==> config.mk <==
export PLATFORM = sky130hd
export DESIGN_NAME = spi_master_sequencer
export DESIGN_NICKNAME = d
export VERILOG_FILES = /design/src/rtl/spi_master_sequencer.sv
export SDC_FILE = /design/constraint.sdc
export NUM_CORES = 1
export LEC_CHECK = 0
export CELL_PAD_IN_SITES_DETAIL_PLACEMENT = 1
export CELL_PAD_IN_SITES_GLOBAL_PLACEMENT = 1
export CORE_ASPECT_RATIO = 1.25
export CORE_MARGIN = 2
export CORE_UTILIZATION = 44
export DETAILED_ROUTE_END_ITERATION = 12
export GPL_ROUTABILITY_DRIVEN = 0
export GPL_TIMING_DRIVEN = 0
export PLACE_DENSITY_LB_ADDON = 0.1
export SLEW_MARGIN = 40
export SYNTH_ARGS = -nofsm -noshare
export SYNTH_HDL_FRONTEND = slang
export SYNTH_SLANG_ARGS = --single-unit
==> constraint.sdc <==
create_clock -name clk -period 5.9 [get_ports clk]
set_clock_uncertainty 0.05 [all_clocks]
set_input_delay 1.77 -clock clk [delete_from_list [all_inputs] [get_ports clk]]
set_output_delay 1.77 -clock clk [all_outputs]
set_load 0.02 [all_outputs]
==> src/rtl/spi_master_sequencer.sv <==
// Command-queue front end for spi_master: queues commands, issues them over start_trans/busy, returns masked rx words.
// Build option SPI_SEQ_RSP_FIFO_EN selects a RSP_DEPTH response FIFO; otherwise a single response holding register.
module spi_master_sequencer #(
    parameter int SLAVE_ADDRS_LEN = 3,
    parameter int CMD_DEPTH       = 4,
    parameter int RSP_DEPTH       = 4,
    parameter int TIMEOUT         = 15
) (
    input  logic                         clk,
    input  logic                         rst,
    input  logic                         cmd_valid,
    output logic                         cmd_ready,
    input  logic [31:0]                  cmd_data,
    input  logic [SLAVE_ADDRS_LEN-1:0]   cmd_addr,
    input  logic [1:0]                   cmd_len,
    output logic                         rsp_valid,
    input  logic                         rsp_ready,
    output logic [31:0]                  rsp_data,
    output logic [SLAVE_ADDRS_LEN-1:0]   rsp_addr,
    output logic                         start_trans,
    input  logic                         m_busy,
    output logic [31:0]                  m_tx_data,
    output logic [SLAVE_ADDRS_LEN-1:0]   m_chipADDRS,
    output logic [1:0]                   m_transaction_length,
    input  logic [31:0]                  m_rx_data,
    output logic [$clog2(CMD_DEPTH):0]   cmd_count,
    output logic                         err_timeout
);
    localparam int CW = $clog2(CMD_DEPTH);
    localparam int EW = SLAVE_ADDRS_LEN + 34;
    localparam int RE = SLAVE_ADDRS_LEN + 32;
    localparam logic [CW:0] CMD_FULL = (CW+1)'(CMD_DEPTH);
    localparam logic [7:0]  TMO_LAST = 8'(TIMEOUT - 1);

    typedef enum logic [2:0] {IDLE, START, WAIT_BUSY, WAIT_DONE, SETTLE, CAPTURE} state_t;

    logic [EW-1:0] cmd_mem_q [CMD_DEPTH];
    logic [CW:0]   cmd_wr_ptr_q, cmd_wr_ptr_d, cmd_rd_ptr_q, cmd_rd_ptr_d, cmd_count_q, cmd_count_d;
    logic          cmd_avail_q, cmd_avail_d;
    state_t        state_q, state_d;
    logic          start_q, start_d;
    logic [31:0]   tx_q, tx_d;
    logic [SLAVE_ADDRS_LEN-1:0] addr_q, addr_d;
    logic [1:0]    len_q, len_d;
    logic [7:0]    tmo_q, tmo_d;
    logic          err_q, err_d;
    logic          cmd_push, cmd_pop, rsp_push, rsp_pop, rsp_free;
    logic [EW-1:0] cmd_head;
    logic [31:0]   rx_mask, rx_masked;

    assign cmd_ready            = (cmd_count_q != CMD_FULL);
    assign cmd_count            = cmd_count_q;
    assign start_trans          = start_q;
    assign m_tx_data            = tx_q;
    assign m_chipADDRS          = addr_q;
    assign m_transaction_length = len_q;
    assign err_timeout          = err_q;
    assign rsp_pop              = rsp_valid && rsp_ready;

    always_comb begin
        cmd_push  = cmd_valid && cmd_ready;
        cmd_head  = cmd_mem_q[cmd_rd_ptr_q[CW-1:0]];
        cmd_pop   = 1'b0;
        rsp_push  = 1'b0;
        state_d   = state_q;
        start_d   = 1'b0;
        tx_d      = tx_q;
        addr_d    = addr_q;
        len_d     = len_q;
        tmo_d     = tmo_q;
        err_d     = err_q;
        case (state_q)
            IDLE: begin
                if (cmd_avail_q && (cmd_count_q != '0) && !m_busy && rsp_free) begin
                    {addr_d, len_d, tx_d} = cmd_head;
                    cmd_pop = 1'b1;
                    start_d = 1'b1;
                    state_d = START;
                end
            end
            START: begin
                tmo_d   = '0;
                state_d = WAIT_BUSY;
            end
            WAIT_BUSY: begin
                if (m_busy) begin
                    state_d = WAIT_DONE;
                end else if (tmo_q == TMO_LAST) begin
                    err_d   = 1'b1;
                    state_d = IDLE;
                end else begin
                    tmo_d = tmo_q + 8'd1;
                end
            end
            WAIT_DONE: if (!m_busy) state_d = SETTLE;
            SETTLE:    state_d = CAPTURE;
            CAPTURE: begin
                rsp_push = 1'b1;
                state_d  = IDLE;
            end
            default:   state_d = IDLE;
        endcase
        cmd_wr_ptr_d = cmd_wr_ptr_q + (CW+1)'(cmd_push);
        cmd_rd_ptr_d = cmd_rd_ptr_q + (CW+1)'(cmd_pop);
        cmd_count_d  = cmd_count_q + (CW+1)'(cmd_push) - (CW+1)'(cmd_pop);
        // Head-valid lags the count by a cycle so issue never races a same-cycle write.
        cmd_avail_d  = (cmd_count_q != '0);
    end

    always_comb begin
        case (len_q)
            2'd0:    rx_mask = 32'h0000_00FF;
            2'd1:    rx_mask = 32'h0000_FFFF;
            2'd2:    rx_mask = 32'h00FF_FFFF;
            default: rx_mask = 32'hFFFF_FFFF;
        endcase
        rx_masked = m_rx_data & rx_mask;
    end

    always_ff @(posedge clk) begin
        if (!rst) begin
            cmd_wr_ptr_q <= '0;
            cmd_rd_ptr_q <= '0;
            cmd_count_q  <= '0;
            cmd_avail_q  <= 1'b0;
            state_q      <= IDLE;
            start_q      <= 1'b0;
            tx_q         <= '0;
            addr_q       <= '0;
            len_q        <= '0;
            tmo_q        <= '0;
            err_q        <= 1'b0;
        end else begin
            cmd_wr_ptr_q <= cmd_wr_ptr_d;
            cmd_rd_ptr_q <= cmd_rd_ptr_d;
            cmd_count_q  <= cmd_count_d;
            cmd_avail_q  <= cmd_avail_d;
            state_q      <= state_d;
            start_q      <= start_d;
            tx_q         <= tx_d;
            addr_q       <= addr_d;
            len_q        <= len_d;
            tmo_q        <= tmo_d;
            err_q        <= err_d;
        end
    end

    always_ff @(posedge clk) begin
        if (cmd_push) cmd_mem_q[cmd_wr_ptr_q[CW-1:0]] <= {cmd_addr, cmd_len, cmd_data};
    end

`ifdef SPI_SEQ_RSP_FIFO_EN
    localparam int RW = $clog2(RSP_DEPTH);
    localparam logic [RW:0] RSP_FULL = (RW+1)'(RSP_DEPTH);

    logic [RE-1:0] rsp_mem_q [RSP_DEPTH];
    logic [RW:0]   rsp_wr_ptr_q, rsp_wr_ptr_d, rsp_rd_ptr_q, rsp_rd_ptr_d, rsp_count_q, rsp_count_d;

    assign rsp_valid            = (rsp_count_q != '0);
    assign rsp_free             = (rsp_count_q != RSP_FULL) || rsp_ready;
    assign {rsp_addr, rsp_data} = rsp_valid ? rsp_mem_q[rsp_rd_ptr_q[RW-1:0]] : '0;

    always_comb begin
        rsp_wr_ptr_d = rsp_wr_ptr_q + (RW+1)'(rsp_push);
        rsp_rd_ptr_d = rsp_rd_ptr_q + (RW+1)'(rsp_pop);
        rsp_count_d  = rsp_count_q + (RW+1)'(rsp_push) - (RW+1)'(rsp_pop);
    end

    always_ff @(posedge clk) begin
        if (!rst) begin
            rsp_wr_ptr_q <= '0;
            rsp_rd_ptr_q <= '0;
            rsp_count_q  <= '0;
        end else begin
            rsp_wr_ptr_q <= rsp_wr_ptr_d;
            rsp_rd_ptr_q <= rsp_rd_ptr_d;
            rsp_count_q  <= rsp_count_d;
        end
    end

    always_ff @(posedge clk) begin
        if (rsp_push) rsp_mem_q[rsp_wr_ptr_q[RW-1:0]] <= {addr_q, rx_masked};
    end
`else
    logic          rsp_valid_q, rsp_valid_d;
    logic [RE-1:0] rsp_word_q, rsp_word_d;

    assign rsp_valid            = rsp_valid_q;
    assign rsp_free             = !rsp_valid_q || rsp_ready;
    assign {rsp_addr, rsp_data} = rsp_word_q;

    always_comb begin
        rsp_valid_d = rsp_valid_q;
        rsp_word_d  = rsp_word_q;
        if (rsp_pop) rsp_valid_d = 1'b0;
        if (rsp_push) begin
            rsp_valid_d = 1'b1;
            rsp_word_d  = {addr_q, rx_masked};
        end
    end

    always_ff @(posedge clk) begin
        if (!rst) begin
            rsp_valid_q <= 1'b0;
            rsp_word_q  <= '0;
        end else begin
            rsp_valid_q <= rsp_valid_d;
            rsp_word_q  <= rsp_word_d;
        end
    end
`endif

endmodule

==> results.tsv <==
stage	metric	value	unit
logic_synthesis	top cells by count, synth	edfxtp_1, dfxtp_1, nand2_1, and2_1, inv_1	
floorplanning	die height	170	µm
cts	Num CTS Buffers	25	
cts	post-CTS setup buffer count	0	
power	pwr dens	343	nW/µm²
final_layout	fin util	58.2	%
logic_synthesis	Post-synth EDFFs	148	
routing	detailed-router iteration count before antenna repair	4	
floorplanning	die area	23100	µm²
power	maximum vdd drop	0.282	mV
setup_path	Worst path max stage delay	0.54	ns
logic_synthesis	Async SR Flop Fraction	0	%
cts	CTS tree	built	
routing	Iter 0 DRT Violations	349	
power	NetSw	1.09	mW
power	clock share of power	37.6	%
setup_path	Crit Path Category	primary input to flip-flop	
setup_path	Cell Chain, Critical Path	clkdlybuf4s50_1, nand2b_1, nor4_2, xnor2_1, ha_1, inv_1, fa_1, xnor2_1, xnor2_1, and2_1	
logic_synthesis	Post-Synthesis Cell Area	9650	µm²
place	Post-DP Area	11700	µm²
timing	Fmax achieved	262	MHz
setup_path	CP max FO	7	
setup_path	delay-heaviest family, CP	simple AND/OR/NAND/NOR gates	
final_layout	Layout Nets	973	
floorplanning	# IOs	153	
final_layout	antenna cells	0	
timing	crit share post-route	64.7	%
place	Post-DP HPWL	17.5	mm
setup_path	worst path arrival time	4.17	ns
timing	Final Hold Fails	0	
logic_synthesis	#FFs+latches synth	242	
cts	Hold Buf Count CTS	0	
grt	initial antenna violation count	0	
logic_synthesis	synth warn	0	
cts	clk sinks	242	
grt	grt ovf	0	
place	dpl cells	1146	
setup_path	Setup crit end kind	flip-flop	
final_layout	Area growth syn-to-layout	30.0	%
setup_path	crit-path most repeated cell	xnor2_1	
logic_synthesis	Yosys top cell by area	edfxtp_1	
routing	# DRC	0	
cts	clock root buffer	clkbuf_16	
routing	Vias	6357	
power	Gate power share	15.8	%
power	Sequential Power Share	46.6	%
logic_synthesis	Synth Net Count	773	
setup_path	critical path's slowest cell	clkdlybuf4s50_1	
final_layout	cell area after layout	12500	µm²
power	Pint	3.21	mW
routing	WL/cell	20.6	µm
logic_synthesis	dominant synthesized flop cell	edfxtp_1	
logic_synthesis	Synth Area in XOR/XNOR	0.363	%
logic_synthesis	Post-Synth Simple-Gate Area	10.2	%
outcome	status	finished clean	
grt	vias in the first global route	7088	
power	switching share of power	25.4	%
logic_synthesis	Synth top area share	46.0	%
cts	clock-pin slew on the worst setup and hold paths	0.06	ns
power	post-layout power	4.30	mW
timing	Max Slew Vio Count	0	
setup_path	WP buf/inv	2	
logic_synthesis	Adder-Cell Fraction of Synth Area	0.726	%
setup_path	Worst Path Required	6.25	ns
final_layout	share of layout cells above drive strength 1	14.4	%
floorplanning	Die X-Extent	136	µm
power	leakage	4.28	nW
logic_synthesis	post-synth cell types	46	
logic_synthesis	most frequent cell after synthesis	edfxtp_1	
job	Max-cap violations	0	
place	PortBufs	152	
grt	largest net degree at the start of global routing	24	
routing	Routed Antenna Nets	0	
logic_synthesis	largest family of logic cells by synthesized area	simple AND/OR/NAND/NOR gates	
cts	clk buf depth	3	
timing	RSZ-0062 raised after global routing	false	
cts	H-tree levels	1	
routing	DR vias/cell	5.34	
logic_synthesis	post-synthesis cell count	694	
final_layout	non-filler cells in the finished layout	1191	
logic_synthesis	proportion of synthesized area in mux cells	9.67	%
timing	worst slew pin tran	0.730	ns
logic_synthesis	top cells by area, synth	edfxtp_1, dfxtp_1, mux4_2	
cts	Resize count post-CTS	0	
setup_path	startpoint type of the worst setup path	primary input	
timing	Final Critical Period	3.82	ns
grt	gr usage total	21.4	%
floorplanning	core region area	21500	µm²
logic_synthesis	Compound-Gate Fraction of Synth Area	9.46	%
cts	Skew-Pair Late Insertion Delay	0.52	ns
hold_path	Hold Path Class	flip-flop to flip-flop	
logic_synthesis	register area share after synthesis	65.5	%
timing	Final setup viols	0	
floorplanning	Initial Utilization	44.8	%
logic_synthesis	syn_area_per_cell	13.9	µm²
floorplanning	row count	60	
grt	first-pass GRT wire length	38.3	mm
routing	final wirelength	24.5	mm
timing	Rel. slew slack	51.3	%
## worst paths after layout
kind,start,end,slack [ns],cells after the start
max,m_busy,cmd_count[2],2.08,10
min,rsp_word_q[23],rsp_word_q[23],0.42,2
max reg2reg,cmd_count[1],cmd_mem_q[1][24],3.31,6
min reg2reg,rsp_word_q[23],rsp_word_q[23],0.42,2
## area by class of cell
cell class	instances	area, µm²
multi-input combinational	356	2960
fill	2118	9000
buffer	54	230
clock buffer	29	651
tap	279	349
timing repair buffer	173	1690
inverter	42	158
clock inverter	16	190
sequential	242	6330
## per-layer routing
metal	vias up	global-route usage [%]	part of all wire [%]
met1	3156	25.6	41
met2	169	39.2	52
met4	0	5.89	2.0
met5	-	0	0
met3	36	3.67	5.4
li1	2996	-	-
## per-stage QoR
step,worst slack (ns),TNS (ns),hold slack (ns)
6_report,2.08,0,0.416
5_1_grt,1.92,0,0.441
4_1_cts,2.08,0,0.419
3_5_place_dp,1.54,0,0.411
3_3_place_gp,-2.37,-246.33,0.399
2_1_floorplan,0.688,0,0.416
## kinds of logic after synthesis
family / after synthesis
AOI/OAI and AO/OA: 123
DFF: 242
xor gates and xnor gates: 4
and+or+nand+nor: 177
buffers and inverters: 96
adders and majority gates: 5
muxes: 47
## registers in the layout (all words and copies together), names as in the netlist
signal,count
rsp_word_q,35
rsp_valid,1
state_q,3
m_tx_data,32
err_timeout,1
m_chipADDRS,3
m_transaction_length,2
cmd_rd_ptr_q,2
cmd_avail_q,1
cmd_mem_q,148
start_trans,1
cmd_count,3
tmo_q,8
cmd_wr_ptr_q,2
## power by group through the flow
| stage | Combinational, mW | Clock, mW | Sequential, mW |
|---|---|---|---|
| final | 0.681 | 1.62 | 2.00 |
| after global routing | 0.739 | 1.71 | 2.02 |
| after CTS | 0.690 | 1.65 | 2.00 |
| after detailed placement | 0.685 | 0 | 2.04 |
| after global placement | 0.630 | 0 | 2.04 |
| after floorplan | 0.351 | 0 | 2.06 |
## placed cells by master (no fill, tap or decap), types with 3 or more instances in the layout
cell type / instances
clkdlybuf4s50_1: 152
edfxtp_1: 148
dfxtp_1: 94
nand2_1: 55
and2_1: 44
inv_1: 42
mux4_2: 37
o41ai_1: 37
a21boi_0: 36
nand3_1: 33
clkbuf_1: 32
o21ai_0: 32
buf_2: 26
clkbuf_16: 25
buf_4: 11
mux2i_1: 10
nand3b_1: 7
nand2b_1: 6
nor2b_1: 5
buf_1: 5
o21ai_1: 5
a211oi_1: 4
ha_1: 4
bufinv_16: 4
clkinv_1: 4
xnor2_1: 3
nor4b_1: 3
a21oi_1: 3
clkinv_2: 3
buf_6: 3
## worst reg2reg max path, delay by kind of cell, from the launching register on
family / cells / cell delay (ns)
AND/OR/NAND/NOR: 3 / 1.00
flip-flops: 1 / 0.47
buffers and inverters: 3 / 0.78
Power figures use the tool's default switching activity.
